<file path="src/rtl/time_set_ctrl.sv">
// time_set_ctrl: UART "SHHMMSS\r" time-set command parser driving BCD reconfiguration of the clock counters
// Ports: clk, resett (sync, active-low); rx_data/rx_valid in; tx_data/tx_valid/tx_ready response handshake;
//        hour_m..sec_l BCD digits, reconfig_en load strobe, err strobe, busy (not IDLE).
// Build option: TIME_SET_CTRL_ACK_EN enables the RESP state with 'K'/'E' response bytes.
module time_set_ctrl #(
  parameter int TIMEOUT_CYCLES = 50000000,
  parameter int CNT_W = 26
) (
  input  logic       clk,
  input  logic       resett,
  input  logic [7:0] rx_data,
  input  logic       rx_valid,
  output logic [7:0] tx_data,
  output logic       tx_valid,
  input  logic       tx_ready,
  output logic [3:0] hour_m,
  output logic [3:0] hour_l,
  output logic [3:0] min_m,
  output logic [3:0] min_l,
  output logic [3:0] sec_m,
  output logic [3:0] sec_l,
  output logic       reconfig_en,
  output logic       err,
  output logic       busy
);
`ifdef TIME_SET_CTRL_ACK_EN
  localparam bit ACK = 1'b1;
`else
  localparam bit ACK = 1'b0;
`endif
  typedef enum logic [1:0] {IDLE, DIG, TERM, RESP} state_t;
  state_t state;
  logic [2:0] idx;
  logic [CNT_W-1:0] cnt;
  logic [3:0] sh [6];
  logic is_dig, bad;
  assign busy = state != IDLE;
  assign is_dig = rx_data >= 8'h30 && rx_data <= 8'h39;
  // hour tens <= 2, hours <= 23 when tens is 2, minute/second tens <= 5
  assign bad = !is_dig || (idx == 3'd0 && rx_data > 8'h32) ||
               (idx == 3'd1 && sh[0] == 4'd2 && rx_data > 8'h33) ||
               ((idx == 3'd2 || idx == 3'd4) && rx_data > 8'h35);
  always_ff @(posedge clk) begin
    if (!resett) begin
      state <= IDLE;
      idx <= '0;
      cnt <= '0;
      sh <= '{default: '0};
      {hour_m, hour_l, min_m, min_l, sec_m, sec_l} <= '0;
      reconfig_en <= 1'b0;
      err <= 1'b0;
      tx_valid <= 1'b0;
      tx_data <= 8'h00;
    end else begin
      reconfig_en <= 1'b0;
      err <= 1'b0;
      case (state)
        IDLE: begin
          cnt <= '0;
          if (rx_valid && rx_data == 8'h53) begin
            state <= DIG;
            idx <= '0;
            sh <= '{default: '0};
          end
        end
        DIG, TERM: begin
          if (rx_valid) begin
            cnt <= '0;
            if (rx_data == 8'h53) begin
              state <= DIG;
              idx <= '0;
              sh <= '{default: '0};
            end else if (state == TERM && rx_data == 8'h0D) begin
              {hour_m, hour_l, min_m, min_l, sec_m, sec_l} <= {sh[0], sh[1], sh[2], sh[3], sh[4], sh[5]};
              reconfig_en <= 1'b1;
              state <= ACK ? RESP : IDLE;
              tx_valid <= ACK;
              tx_data <= ACK ? 8'h4B : 8'h00;
            end else if (state == TERM || bad) begin
              err <= 1'b1;
              state <= ACK ? RESP : IDLE;
              tx_valid <= ACK;
              tx_data <= ACK ? 8'h45 : 8'h00;
            end else begin
              sh[idx] <= rx_data[3:0];
              idx <= idx == 3'd5 ? idx : idx + 3'd1;
              state <= idx == 3'd5 ? TERM : DIG;
            end
          end else if (cnt == CNT_W'(TIMEOUT_CYCLES - 1)) begin
            cnt <= '0;
            err <= 1'b1;
            state <= IDLE;
          end else begin
            cnt <= cnt + 1'b1;
          end
        end
        default: begin
          cnt <= '0;
          if (tx_valid && tx_ready) begin
            tx_valid <= 1'b0;
            state <= IDLE;
          end
        end
      endcase
    end
  end
endmodule

</file>
<file path="config.mk">
export PLATFORM = sky130hd
export DESIGN_NAME = time_set_ctrl
export DESIGN_NICKNAME = d
export VERILOG_FILES = /design/src/rtl/time_set_ctrl.sv
export SDC_FILE = /design/constraint.sdc
export NUM_CORES = 1
export LEC_CHECK = 0
export CAP_MARGIN = 15
export CORE_MARGIN = 2
export CORE_UTILIZATION = 50
export DETAILED_ROUTE_END_ITERATION = 10
export GPL_TIMING_DRIVEN = 0
export HOLD_SLACK_MARGIN = 0.12
export PLACE_DENSITY = 0.81
export SETUP_SLACK_MARGIN = 0.02
export SLEW_MARGIN = 20
export SYNTH_ARGS = -nofsm -noshare
export SYNTH_HDL_FRONTEND = slang
export SYNTH_SLANG_ARGS = --single-unit
</file>
<file path="constraint.sdc">
create_clock -name clk -period 3.45 [get_ports clk]
set_clock_uncertainty 0.2 [all_clocks]
set_input_delay 0.8625 -clock clk [delete_from_list [all_inputs] [get_ports clk]]
set_output_delay 0.8625 -clock clk [all_outputs]
set_load 0.02 [all_outputs]
</file>
==> out/metrics.yaml, run 1 <==
whs_path_depth: 1
met2_use_gr_pct: 33.0
multiInputGateArea_um2: 1840
syn_to_final_growth_pct: 20.4
synth_flop_cell: "sky130_fd_sc_hd__dfxtp_1"
max-vdd-ir-drop_mv: 0.230
n_antenna_cell: 0
finalCritPeriodShare_pct: 84.6
hpwlAfterDp_um: 5690
grt_util_all_layers_pct: 20.6
numPortBuffers: 37
total_leakage_power_nw: 1.64
yosys_warnings: 0
synth_enable_flop_cells: 0
placeableCoreArea_um2: 7180
timing.fmax_mhz: 343
initial_utilization_pct: 51.3
final.min_clock_period_ps: 2920
post-route-worst-setup-slack_ps: 531
rows: 31
tritoncts: "yes"
setup.worst_path.end_class: "flip-flop"
cts_h_tree_depth: 3
drtAntennaViolNets: 0
critical_path.startpoint_type: "primary input"
dr.first_iter.drc_count: 181
slew_at_the_pin_closest_to_its_max_slew_limit_ps: 610
critPathRequiredTime_ps: 3500
timing.reg2reg.worst_path_depth: 8
worstPathCellList: "clkdlybuf4s50_1 > o21ai_0 > a211oi_2 > nor4_1 > and3_1 > a311o_1"
timing.critical_path.slowest_stage_cell: "sky130_fd_sc_hd__clkdlybuf4s50_1"
crit_cells: 6
maximum_count_of_clock_buffers_along_a_single_path: 2
die-height_um: 89.8
cts.sinks: 81
post_synth_arst_share_pct: 0
cts-hold-fix-buffers: 0
max-cap-violations: 0
fillerInstances: 614
power_density_nw_per_um2: 412
remaining_overflow_grt: 0
place.gp.congestion: 0.958
fin_setup_tns_ps: 0
netlist-cell-type-count: 49
grt_start_max_net_pins: 16
final_layout_size_suffix_gt1_share_pct: 8.47
grt_most_used_layer: "met2"
die-area_um2: 8060
setup_viol: 0
cts.clk_slew.worst_paths_ps: 90
synth_area_per_cell_um2: 8.95
ys_seq_area_share_pct: 44.1
average_via_count_per_standard_cell: 5.41
root_buffer: "sky130_fd_sc_hd__clkbuf_8"
vias_in_the_first_global_route: 2931
final-seq-area_um2: 1620
crit_path_max_fanout: 8
synth_seq_cells: 81
grt_first_pass_wirelength_um: 13800
status: "finished clean"
arr_time_crit_path_ps: 2970
antenna_found_initial: 0
dpl_worst_slack_ps: 179
worst_slew_margin_rel_pct: 59.2
grt_use_met1_pct: 27.3
most_frequent_standard_cell_in_the_layout_excluding_fill_and_tap_cells: "sky130_fd_sc_hd__dfxtp_1"
detail_route.wirelength_um: 7840
count_of_mapped_cells_out_of_synthesis: 411
route.detailed.drc: 0
timing.final.hold_violations: 0
die_width_um: 89.8
vias: 3091
grt_setup_unrepaired: "false"
path_buf_inv: 1
cts.repair_timing.setup_buffer_count: 0
avgRoutedWirePerCell_um: 13.7
critPathMaxStageDelay_ps: 640
critPathKind: "in -> reg"
drt_first_pass_iters: 5
floorplan.io_pins: 48
num-nets-final: 487
worstHoldPathType: "reg -> reg"
most-common-layout-cells: "sky130_fd_sc_hd__dfxtp_1, sky130_fd_sc_hd__nor2_1, sky130_fd_sc_hd__clkdlybuf4s50_1"
groute.layer.met3.usage_pct: 3.35
clkLatencyLatePin_ps: 360
tritoncts.num_buffers: 9
post_synth_instance_area_um2: 3680
cts_resized: 0
timing.critical_path.max_delay_family: "compound AO/OA/AOI/OAI gates"
number_of_pins_exceeding_their_max_slew_limit_in_the_final_report: 0
==> kinds of logic (layout without fill, tap and decap cells) <==
family,after synthesis,count (layout),synth area share [%]
AOI/OAI and AO/OA,53,53,10.5
xor gates and xnor gates,24,24,5.71
and+or+nand+nor,167,167,23.4
other,1,9,0.102
DFF,81,81,44.1
buffers and inverters,52,105,6.77
adders and majority gates,8,8,2.72
muxes,25,25,6.80
==> synth_stat cells (3+ instances only) <==
cell                        number  area share [%]
sky130_fd_sc_hd__dfxtp_1        81              44
sky130_fd_sc_hd__nor2_1         58             5.9
sky130_fd_sc_hd__inv_1          29             3.0
sky130_fd_sc_hd__nand2_1        28             2.9
sky130_fd_sc_hd__mux2i_1        25             6.8
sky130_fd_sc_hd__nand3_1        18             2.4
sky130_fd_sc_hd__xnor2_1        18             4.3
sky130_fd_sc_hd__o22ai_1        17             2.9
sky130_fd_sc_hd__nor4_1         13             2.2
sky130_fd_sc_hd__nor3_1         12             1.6
sky130_fd_sc_hd__buf_4          11             2.2
sky130_fd_sc_hd__ha_1            8             2.7
sky130_fd_sc_hd__o2bb2ai_1       8             1.9
sky130_fd_sc_hd__a21oi_1         6            0.82
sky130_fd_sc_hd__clkbuf_1        6            0.61
sky130_fd_sc_hd__nand4_1         6             1.0
sky130_fd_sc_hd__o21a_1          6             1.2
sky130_fd_sc_hd__xor2_1          6             1.4
sky130_fd_sc_hd__o21ai_0         5            0.68
sky130_fd_sc_hd__and4_1          4            0.95
sky130_fd_sc_hd__buf_2           4            0.54
sky130_fd_sc_hd__nor2b_1         4            0.68
sky130_fd_sc_hd__or3_1           4            0.68
sky130_fd_sc_hd__nor4b_1         3            0.71
==> flip-flops by register name, indices dropped and copies added (netlist names), 4 cells and up <==
register	count
min_m	4
sec_l	4
min_l	4
sec_m	4
hour_l	4
sh	24
cnt	26
hour_m	4
==> routing by layer <==
metal	share of wire, %	wire length [um]
met1	47	3700
met2	45	3510
met3	5.3	412
met4	2.7	210
met5	0	0
==> where the power goes <==
group / internal [mW] / total [mW] / switching (mW)
Clock: 0.416 / 0.784 / 0.368
Combinational: 0.0383 / 0.104 / 0.0653
Sequential: 0.935 / 0.937 / 0.00133
Total: 1.39 / 1.82 / 0.434
==> stage by stage <==
stage / instance area, um^2 / util, % / cells / hold slack (ps) / power [mW]
floorplan: 3710 / - / 419 / 218 / 1.03
global placement: 4200 / 58.6 / 555 / 230 / 1.06
detailed placement: 4200 / 58.6 / 555 / 246 / 1.06
CTS: 4430 / 61.7 / 571 / 258 / 1.84
global route: 4430 / 61.7 / 571 / 288 / 1.88
finish: 4430 / 61.7 / 571 / 253 / 1.82
==> worst paths after layout <==
| check | startpoint | slack, ps | to |
|---|---|---|---|
| min reg2reg | cnt[0] | 250 | cnt[0] |
| max reg2reg | idx[0] | 600 | sh[20] |
| min | cnt[0] | 250 | cnt[0] |
| max | rx_data[3] | 530 | idx[1] |
==> final cells by class <==
cell class | count | area share, %
tap | 99 | 2.80
clock buffer | 9 | 2.80
sequential | 81 | 36.6
timing repair buffer | 37 | 8.36
multi-input combinational | 286 | 41.5
inverter | 30 | 2.54
clock inverter | 7 | 2.29
buffer | 22 | 3.08
(Power assumes the default switching activity.)
==> run 2: changes to the inputs <==
Settings changed: CORE_UTILIZATION 50 to 49, PLACE_DENSITY 0.81 to 0.83.
Clock period 3.45 ns to 2.45 ns, I/O delays scaled along.
==> out/metrics.yaml, run 2 (synthesis gave the netlist of run 1 again) <==
remaining_overflow_grt: 0
most_frequent_standard_cell_in_the_layout_excluding_fill_and_tap_cells: "sky130_fd_sc_hd__dfxtp_1"
max-vdd-ir-drop_mv: 0.326
setup.reg_to_reg.worst_slack_ps: -10
switching_share_pct: 24.1
route.detailed.drc: 0
worstHoldPathType: "reg -> reg"
most-common-layout-cells: "sky130_fd_sc_hd__dfxtp_1, sky130_fd_sc_hd__nor2_1, sky130_fd_sc_hd__clkdlybuf4s50_1"
power.switching_uw: 623
timing.critical_path.slowest_stage_cell: "sky130_fd_sc_hd__a311o_1"
final.min_clock_period_ps: 2460
grt_start_max_net_pins: 16
cts.sinks: 81
place.gp.congestion: 0.844
top_regs: "cnt: 26 flops, sh: 24 flops"
cts_h_tree_depth: 3
multiInputGateArea_um2: 1980
p_int_mw: 1.96
number_of_pins_exceeding_their_max_slew_limit_in_the_final_report: 0
drt_first_pass_iters: 5
detail_route.wirelength_um: 8540
power_density_nw_per_um2: 556
vias: 3181
seq_power_share_pct: 51.0
cts.clk_slew.worst_paths_ps: 90
crit_path_launch: "idx[1]"
final_layout_size_suffix_gt1_share_pct: 16.0
average_via_count_per_standard_cell: 5.48
die_width_um: 90.7
total_leakage_power_nw: 1.75
final-seq-area_um2: 1630
tritoncts.num_buffers: 9
worstPathCellList: "inv_4 > ha_4 > nor2b_1 > a311o_1 > buf_2 > nor4_1 > o21a_1 > o22ai_1"
critPathRequiredTime_ps: 2490
grt_setup_unrepaired: "true"
crit-reg2reg-launch: "idx[1]"
arr_time_crit_path_ps: 2500
hold-worst-slack_ps: 273
timing.reg2reg.worst_path_depth: 8
maximum_count_of_clock_buffers_along_a_single_path: 2
grt_util_all_layers_pct: 20.5
numPortBuffers: 37
crit_path_max_fanout: 7
hpwlAfterDp_um: 5690
dr.first_iter.drc_count: 232
post-route-worst-setup-slack_ps: -9.92
vias_in_the_first_global_route: 3017
die-area_um2: 8220
endpoint: "sh[0]"
die-height_um: 90.7
initial_utilization_pct: 50.7
tritoncts: "yes"
clock_power_share_pct: 42.5
violations: "negative setup slack"
rows: 31
avgRoutedWirePerCell_um: 14.7
grt_first_pass_wirelength_um: 13700
timing.fmax_mhz: 407
power_frac_comb_pct: 6.5
final_core_utilization_pct: 64.1
fillerInstances: 573
setup_viol: 3
most_flops_register: "cnt"
n_antenna_cell: 0
worst_r2r_endpoint: "sh[0]"
largest_reg_flops: 26
clkLatencyLatePin_ps: 360
syn_to_final_growth_pct: 26.3
floorplan.io_pins: 48
setup.worst_path.end_class: "flip-flop"
status: "complete, but fails checks"
root_buffer: "sky130_fd_sc_hd__clkbuf_8"
timing.final.hold_violations: 0
antenna_found_initial: 0
max-cap-violations: 0
finalCritPeriodShare_pct: 100
critPathMaxStageDelay_ps: 420
num-nets-final: 496
placeableCoreArea_um2: 7250
drtAntennaViolNets: 0
critical_path.startpoint_type: "flip-flop"
critPathKind: "reg -> reg"
run 2: changes by cell type in the layout (fill, tap and decap cells not counted), moves of 4 or more:
cell and change:
sky130_fd_sc_hd__clkdlybuf4s50_1 -7, sky130_fd_sc_hd__buf_4 +8, sky130_fd_sc_hd__o21ai_1 +4, sky130_fd_sc_hd__o21ai_0 -5, sky130_fd_sc_hd__nand2_2 +5, sky130_fd_sc_hd__nand2_1 -6
run 2: power groups by stage:
stage / clock, mW / combinational, mW / sequential (mW)
finish: 1.10 / 0.169 / 1.32
global route: 1.17 / 0.180 / 1.32
CTS: 1.12 / 0.146 / 1.32
global placement: 0 / 0.140 / 1.35
detailed placement: 0 / 0.143 / 1.35
floorplan: 0 / 0.0953 / 1.35
run 2: how the worst min path moves through the flow:
stage,startpoint,end,slack [ps],depth (start not counted)
floorplan,cnt[0],cnt[0],220,1
finish,cnt[0],cnt[0],270,1
CTS,sh[18],sh[18],280,1
global route,sh[3],sh[3],300,2
global placement,cnt[0],cnt[0],230,1
detailed placement,sh[18],sh[18],250,1
run 2: stage by stage:
stage / cell area [um^2] / TNS, ps / worst slack [ps] / power, mW / instances
floorplan: 3710 / 0 / 41.3 / 1.45 / 419
global placement: 4200 / -22680 / -502 / 1.49 / 555
detailed placement: 4200 / -25180 / -587 / 1.49 / 555
CTS: 4470 / -318 / -65.1 / 2.58 / 571
global route: 4650 / -475 / -120 / 2.67 / 580
finish: 4650 / -16.6 / -9.92 / 2.58 / 580
run 2: metal layers:
layer / track usage (%) / up-vias / share of wire, %
met4: 11.2 / 0 / 2.6
met2: 33.2 / 134 / 49
met1: 25.9 / 1475 / 43
met3: 3.67 / 22 / 5.5
met5: 0 / - / 0
li1: - / 1550 / -
run 2: layout make-up:
cell class / count / share of cell area, %
plain buffers: 22 / 3.04
clock buffers: 9 / 2.66
clock inverters: 7 / 2.18
inverters: 30 / 2.48
multi-input cells: 286 / 42.7
flip-flops and latches: 81 / 35.0
well taps: 99 / 2.66
repair buffers: 46 / 9.26
run 2: worst max-delay path, delay by kind of cell (launching register included):
kind            cells  cell delay, ps
simple gates        2             530
compound gates      3             780
flops               1             400
buf+inv             2             260
fa+ha+maj           1             170
run 2: repair_timing:
action,in CTS,in global routing
setup endpoints to repair,50,68
gates cloned,0,1
gates resized for setup,18,39
setup buffers,0,8
hold buffers,0,0
pin swaps,3,11
==> run 3: changes to the inputs <==
Settings changed: ABC_CLOCK_PERIOD_IN_PS set to 2450.
==> results of run 3 <==
No change in the layout: final DEF, timing and power equal those of run 2.
